### config.mk
export PLATFORM = sky130hd
export DESIGN_NAME = counter_ctrl_flat
export DESIGN_NICKNAME = d
export VERILOG_FILES = /design/src/rtl/counter_ctrl_if.sv /design/src/rtl/counter_ctrl.sv /design/src/flat_wrapper.sv
export SDC_FILE = /design/constraint.sdc
export NUM_CORES = 1
export LEC_CHECK = 0
export ABC_AREA = 1
export BUFFER_PORTS_ARGS = -buffer_cell sky130_fd_sc_hd__buf_4
export CELL_PAD_IN_SITES_DETAIL_PLACEMENT = 1
export CELL_PAD_IN_SITES_GLOBAL_PLACEMENT = 2
export CORE_UTILIZATION = 33
export CTS_BUF_LIST = sky130_fd_sc_hd__clkbuf_2 sky130_fd_sc_hd__clkbuf_4 sky130_fd_sc_hd__clkbuf_8
export DETAILED_ROUTE_END_ITERATION = 16
export PLACE_DENSITY = 0.91
export SLEW_MARGIN = 30
export SYNTH_ARGS = -nofsm -noshare
export SYNTH_HDL_FRONTEND = slang
export SYNTH_SLANG_ARGS = --single-unit
export TNS_END_PERCENT = 100
### constraint.sdc
create_clock -name CLOCK_50 -period 1.65 [get_ports CLOCK_50]
set_input_delay 0.165 -clock CLOCK_50 [delete_from_list [all_inputs] [get_ports CLOCK_50]]
set_output_delay 0.165 -clock CLOCK_50 [all_outputs]
set_load 0.05 [all_outputs]
### src/rtl/counter_ctrl_if.sv
// rtl/counter_ctrl_if.sv - control/feedback bundle between counter_ctrl and the counter datapath
`timescale 1ns/1ps
interface counter_ctrl_if #(
  parameter int W = 8
);
  logic [W-1:0] cnt_q;
  logic         cnt_en;
  logic         cnt_ld;
  logic         cnt_up;
  logic [W-1:0] cnt_d;

  modport master (input cnt_q, output cnt_en, cnt_ld, cnt_up, cnt_d);
  modport slave  (output cnt_q, input cnt_en, cnt_ld, cnt_up, cnt_d);
endinterface

### src/rtl/counter_ctrl.sv
// rtl/counter_ctrl.sv - run/pause/load FSM and tick prescaler for an up/down counter
// Define COUNTER_CTRL_DEBOUNCE_EN to insert a DB_CYCLES key debouncer after the synchronizers.
`timescale 1ns/1ps
module counter_ctrl #(
  parameter int W         = 8,
  parameter int TICK_DIV  = 5000000,
  parameter int DB_CYCLES = 500000
) (
  input  logic         CLOCK_50,
  input  logic         Resetn,
  input  logic         go_n,
  input  logic         load_n,
  input  logic         dir,
  input  logic         oneshot,
  input  logic [W-1:0] load_val,
  counter_ctrl_if.master cnt,
  output logic [1:0]   state
);

  localparam int PW = $clog2(TICK_DIV);
  localparam logic [PW-1:0] PMAX = PW'(TICK_DIV - 1);

  if (TICK_DIV < 2 || DB_CYCLES < 1) begin : g_param_chk
    $error("counter_ctrl: TICK_DIV must be >= 2 and DB_CYCLES >= 1");
  end

  typedef enum logic [1:0] {
    IDLE  = 2'b00,
    RUN   = 2'b01,
    PAUSE = 2'b10,
    LOAD  = 2'b11
  } state_e;

  state_e        state_q, state_d;
  logic [PW-1:0] presc_q, presc_d;
  logic          cnt_en_q, cnt_en_d;
  logic          cnt_ld_q, cnt_ld_d;
  logic [W-1:0]  cnt_d_q, cnt_d_d;

  // Bit 0 = go_n, bit 1 = load_n, bit 2 = dir; all idle high so reset never looks like a press.
  logic [2:0] meta_q, sync_q;
  logic [1:0] key_lvl, prev_q;
  logic       go_p, ld_p, tick, term;

  always_ff @(posedge CLOCK_50 or negedge Resetn) begin
    if (!Resetn) begin
      meta_q <= 3'b111;
      sync_q <= 3'b111;
      prev_q <= 2'b11;
    end else begin
      meta_q <= {dir, load_n, go_n};
      sync_q <= meta_q;
      prev_q <= key_lvl;
    end
  end

`ifdef COUNTER_CTRL_DEBOUNCE_EN
  localparam int DBW = $clog2(DB_CYCLES + 1);
  logic [1:0]     db_q;
  logic [DBW-1:0] db_cnt_q [2];

  // A key's accepted level only follows the synchronizer after DB_CYCLES identical samples.
  always_ff @(posedge CLOCK_50 or negedge Resetn) begin
    if (!Resetn) begin
      db_q        <= 2'b11;
      db_cnt_q[0] <= '0;
      db_cnt_q[1] <= '0;
    end else begin
      for (int k = 0; k < 2; k++) begin
        if (sync_q[k] == db_q[k]) begin
          db_cnt_q[k] <= '0;
        end else if (db_cnt_q[k] == DBW'(DB_CYCLES - 1)) begin
          db_q[k]     <= sync_q[k];
          db_cnt_q[k] <= '0;
        end else begin
          db_cnt_q[k] <= db_cnt_q[k] + DBW'(1);
        end
      end
    end
  end
  assign key_lvl = db_q;
`else
  assign key_lvl = sync_q[1:0];
`endif

  assign go_p = prev_q[0] & ~key_lvl[0];
  assign ld_p = prev_q[1] & ~key_lvl[1];
  assign tick = (state_q == RUN) && (presc_q == PMAX);
  assign term = sync_q[2] ? (&cnt.cnt_q) : ~(|cnt.cnt_q);

  always_comb begin
    state_d  = state_q;
    presc_d  = presc_q;
    cnt_en_d = 1'b0;
    cnt_ld_d = 1'b0;
    cnt_d_d  = cnt_d_q;
    unique case (state_q)
      IDLE: begin
        if (ld_p) begin
          state_d = LOAD;
        end else if (go_p) begin
          state_d = RUN;
          presc_d = '0;
        end
      end
      RUN: begin
        presc_d = tick ? '0 : presc_q + PW'(1);
        // A press on the tick cycle wins; the count pulse is dropped.
        if (ld_p) begin
          state_d = LOAD;
        end else if (go_p) begin
          state_d = PAUSE;
        end else if (tick) begin
          if (oneshot && term) state_d = IDLE;
          else                 cnt_en_d = 1'b1;
        end
      end
      PAUSE: begin
        if (ld_p)      state_d = LOAD;
        else if (go_p) state_d = RUN;
      end
      LOAD: state_d = IDLE;
      default: state_d = IDLE;
    endcase
    if (state_d == LOAD && state_q != LOAD) begin
      presc_d = '0;
      cnt_d_d = load_val;
    end
    cnt_ld_d = (state_d == LOAD);
  end

  always_ff @(posedge CLOCK_50 or negedge Resetn) begin
    if (!Resetn) begin
      state_q  <= IDLE;
      presc_q  <= '0;
      cnt_en_q <= 1'b0;
      cnt_ld_q <= 1'b0;
      cnt_d_q  <= '0;
    end else begin
      state_q  <= state_d;
      presc_q  <= presc_d;
      cnt_en_q <= cnt_en_d;
      cnt_ld_q <= cnt_ld_d;
      cnt_d_q  <= cnt_d_d;
    end
  end

  assign cnt.cnt_en = cnt_en_q;
  assign cnt.cnt_ld = cnt_ld_q;
  assign cnt.cnt_d  = cnt_d_q;
  assign cnt.cnt_up = sync_q[2];
  assign state      = state_q;

endmodule

### src/flat_wrapper.sv
// flat-port wrapper written by rule: the top's interface ports become plain ports
module counter_ctrl_flat 
#(
  parameter int W         = 8,
  parameter int TICK_DIV  = 5000000,
  parameter int DB_CYCLES = 500000
)
  (CLOCK_50, Resetn, go_n, load_n, dir, oneshot, load_val, state, cnt_cnt_q, cnt_cnt_en, cnt_cnt_ld, cnt_cnt_up, cnt_cnt_d);
  counter_ctrl_if #(.W(W)) cnt_i ();
  input  logic CLOCK_50;
  input  logic Resetn;
  input  logic go_n;
  input  logic load_n;
  input  logic dir;
  input  logic oneshot;
  input  logic [W-1:0] load_val;
  output logic [1:0] state;
  input wire logic [$bits(cnt_i.cnt_q)-1:0] cnt_cnt_q;
  output wire logic [$bits(cnt_i.cnt_en)-1:0] cnt_cnt_en;
  output wire logic [$bits(cnt_i.cnt_ld)-1:0] cnt_cnt_ld;
  output wire logic [$bits(cnt_i.cnt_up)-1:0] cnt_cnt_up;
  output wire logic [$bits(cnt_i.cnt_d)-1:0] cnt_cnt_d;
  assign cnt_i.cnt_q = cnt_cnt_q;
  assign cnt_cnt_en = cnt_i.cnt_en;
  assign cnt_cnt_ld = cnt_i.cnt_ld;
  assign cnt_cnt_up = cnt_i.cnt_up;
  assign cnt_cnt_d = cnt_i.cnt_d;
  counter_ctrl #(.W(W), .TICK_DIV(TICK_DIV), .DB_CYCLES(DB_CYCLES)) u_core (.CLOCK_50(CLOCK_50), .Resetn(Resetn), .go_n(go_n), .load_n(load_n), .dir(dir), .oneshot(oneshot), .load_val(load_val), .cnt(cnt_i), .state(state));
endmodule
==> impl_metrics.toml <==
[status]
status = "completed"

[yosys]
syn_area_per_cell_sq_um = 7.08
synth.distinct_cells = 27
yosys_warnings = 0
synthesis.nets = 375
synthDominantCellAreaShare_pct = 35.1
ys.flop_type = "dfrtp_1"
synth_edf_count = 0
synth_area_sq_mm = 0.00249
synthMostInstantiatedCell = "nand2_1"
yosys.area.top_type = "dfrtp_1"
syn_inst = 352
synth.top_cells.by_count = "nand2_1, nor2_1, dfrtp_1"
ys_seq_area_share_pct = 43.6
postSynth.asyncResetShare_pct = 100
synth-seq-cells = 43
synth_area_leaders = "dfrtp_1, nand2_1, dfstp_2"

[setup_path]
crit_start = "u_core.prev_q[1]"
r2r_cells = 9
arrival_ns = 1.78
critPathSlowestCell = "dfstp_2"
regToRegSetupSlack_ns = 0.09
timing.rr.end = "u_core.presc_q[10]"
r2r_start = "u_core.prev_q[1]"
endpoint = "u_core.presc_q[10]"
end_kind = "flip-flop"
crit_path_frequent_cell = "nand2_1"
start_kind = "flip-flop"
cp_max_fo = 8
crit_required_ns = 1.88
path_class = "reg2reg"
cpPeakStageDelay_ns = 0.53
crit_chain = "inv_1, nor2_1, inv_1, nand2_1, nand2_1, nand2_1, nand2_4, buf_4, o21ai_0"

[routing]
viasPerCell = 5.02
vias = 2553
post_drt_wl_per_cell_um = 15.4
drtAntennaViolNets = 0
drtIter0Drc = 148
routed_wl_um = 7830
drtPass1Iterations = 4
drc_errors = 0

[floorplan]
coreArea_sq_mm = 0.00729
io_pins = 35
dieArea_sq_mm = 0.00790
fp.dieH_um = 88.9
rows = 31
start_util_pct = 34.2
die_w_um = 88.9

[global_routing]
grt_pass1_wl_um = 12700
grt_pass1_vias = 2563
grt_max_degree = 44
antenna_found_initial = 0
gr-total-overflow = 0
grt_usage_pct = 21.5

[worst_hold_path]
hold_depth = 3
hp-class = "in2reg"

[clock_tree]
cts_htree_levels = 2
cts_root_buf = "clkbuf_8"
numCtsBuffers = 5
cts.sinks = 43
path_clk_slew_ns = 0.09
clk_latency_ns = 0.31
cts_tree = "built"
cts_buffer_depth = 2

[power_and_ir_drop]
p_total_mw = 3.14
peakVddDrop_mv = 0.643
power.switching_mw = 1.19
powerDensity_mw_per_mm2 = 979
p_leak_nw = 1.43
seqPwrFrac_pct = 40.1
sw_frac_of_total_pct = 37.9
power_frac_comb_pct = 32.0
p_clk_share_pct = 27.9
p_int_mw = 1.95

[sta]
period_minus_slack_ns = 1.56
hold_violations = 0
fin_crit_sh_pct = 94.3
worstMarginPinSlew_ns = 0.561
drv_slew = 0
finalWorstSetupSlack_ns = 0.0935
maxSlewHeadroom_pct = 62.6
fin_worst_skew_ns = 0.00586
fmax_mhz = 642
setup_violations = 0

[final_layout]
area_growth_pct = 28.7
antenna_cells = 0
drive_gt1_share_pct = 24.9
final_nets = 432

[place]
place_ws_ns = -0.0544
io_buffers = 34
dp_hpwl_um = 5920
globalplace.congestion = 0.871

[run]
max-cap-violations = 0
cells by family (layout without fill, tap and decap cells):
| group | after synthesis | in the layout | synth area share, % |
|---|---|---|---|
| adder cells (fa/ha/maj) | 1 | 1 | 0.502 |
| AND/OR/NAND/NOR | 229 | 229 | 40.7 |
| flip-flops | 43 | 43 | 43.6 |
| buffers and inverters | 44 | 102 | 6.98 |
| XOR/XNOR | 2 | 2 | 0.703 |
| AO/OA/AOI/OAI | 33 | 33 | 7.58 |
power groups by stage:
stage | sequential [mW] | clock, mW | combinational, mW
after detailed placement | 1.27 | 0 | 0.932
after global placement | 1.27 | 0 | 0.910
after global routing | 1.27 | 0.940 | 1.08
final | 1.26 | 0.876 | 1.00
after floorplan | 1.51 | 0 | 0.312
after CTS | 1.25 | 0.898 | 0.965
cells in the final DEF (no fill, tap or decap), types with 2 or more instances in the layout:
cell type,n
nand4_1,19
clkbuf_8,5
nor2_2,8
dlygate4sd3_1,4
o21ai_0,14
nor2_4,3
o21ai_1,6
nor3_1,2
nand3_1,25
inv_1,34
o22ai_1,3
nand2_2,3
buf_4,52
nor2_1,44
dfrtp_2,4
dfrtp_1,31
nand3_2,5
dfstp_2,8
nand2_1,114
o21bai_1,3
a21oi_1,5
nor3_2,2
inv_4,2
critical path: cells and delay by family (launching register included):
family / cells / cell delay, ns
buf+inv: 3 / 0.34
flops: 1 / 0.53
simple gates: 5 / 0.45
compound gates: 1 / 0.16
worst min path at each step:
stage                start                   to  slack [ns]
6_report       load_val[6]  u_core.cnt.cnt_d[6]        0.05
5_1_grt        load_val[7]  u_core.cnt.cnt_d[7]        0.06
4_1_cts        load_val[6]  u_core.cnt.cnt_d[6]        0.05
3_5_place_dp        Resetn   u_core.presc_q[20]        0.21
3_3_place_gp        Resetn   u_core.presc_q[20]        0.20
2_1_floorplan       Resetn  u_core.cnt.cnt_d[0]       -0.13
state kept, by name, summed over array words and instances (netlist names):
register,cells
u_core.cnt.cnt_ld,1
u_core.state,2
u_core.sync_q,3
u_core.cnt.cnt_d,8
u_core.prev_q,2
u_core.cnt.cnt_en,1
u_core.meta_q,3
u_core.presc_q,23
layer usage:
metal / global-route usage (%) / part of all wire (%) / vias up
met5: 0 / 0 / -
met2: 37.5 / 50 / 47
met1: 27.9 / 46 / 1246
li1: - / - / 1250
met3: 2.77 / 3.2 / 10
met4: 6.16 / 1.5 / 0
cell type report:
type | instances | area (sq um)
flip-flops and latches | 43 | 1090
well taps | 99 | 124
clock buffers | 5 | 68.8
multi-input cells | 265 | 1290
fillers | 965 | 4080
repair buffers | 57 | 442
inverters | 37 | 144
clock inverters | 3 | 46.3
repair_timing:
item / in CTS / in global routing
hold endpoints to repair: 38 / 0
setup buffers: 1 / 1
endpoints found under the setup margin: 5 / 19
gates resized for setup: 2 / 18
hold buffers: 4 / 0
pin swaps: 0 / 1
metrics by stage:
step / instance area, sq um / cells / util, % / hold WS (ns) / TNS [ns]
floorplan: 2490 / 352 / - / -0.131 / 0
global placement: 2970 / 495 / 40.7 / 0.201 / -0.0944
detailed placement: 2970 / 495 / 40.7 / 0.206 / -0.114
CTS: 3140 / 508 / 43.0 / 0.0499 / 0
global route: 3210 / 509 / 44.0 / 0.0565 / -0.389
finish: 3210 / 509 / 44.0 / 0.0528 / 0
(Power assumes the default switching activity.)
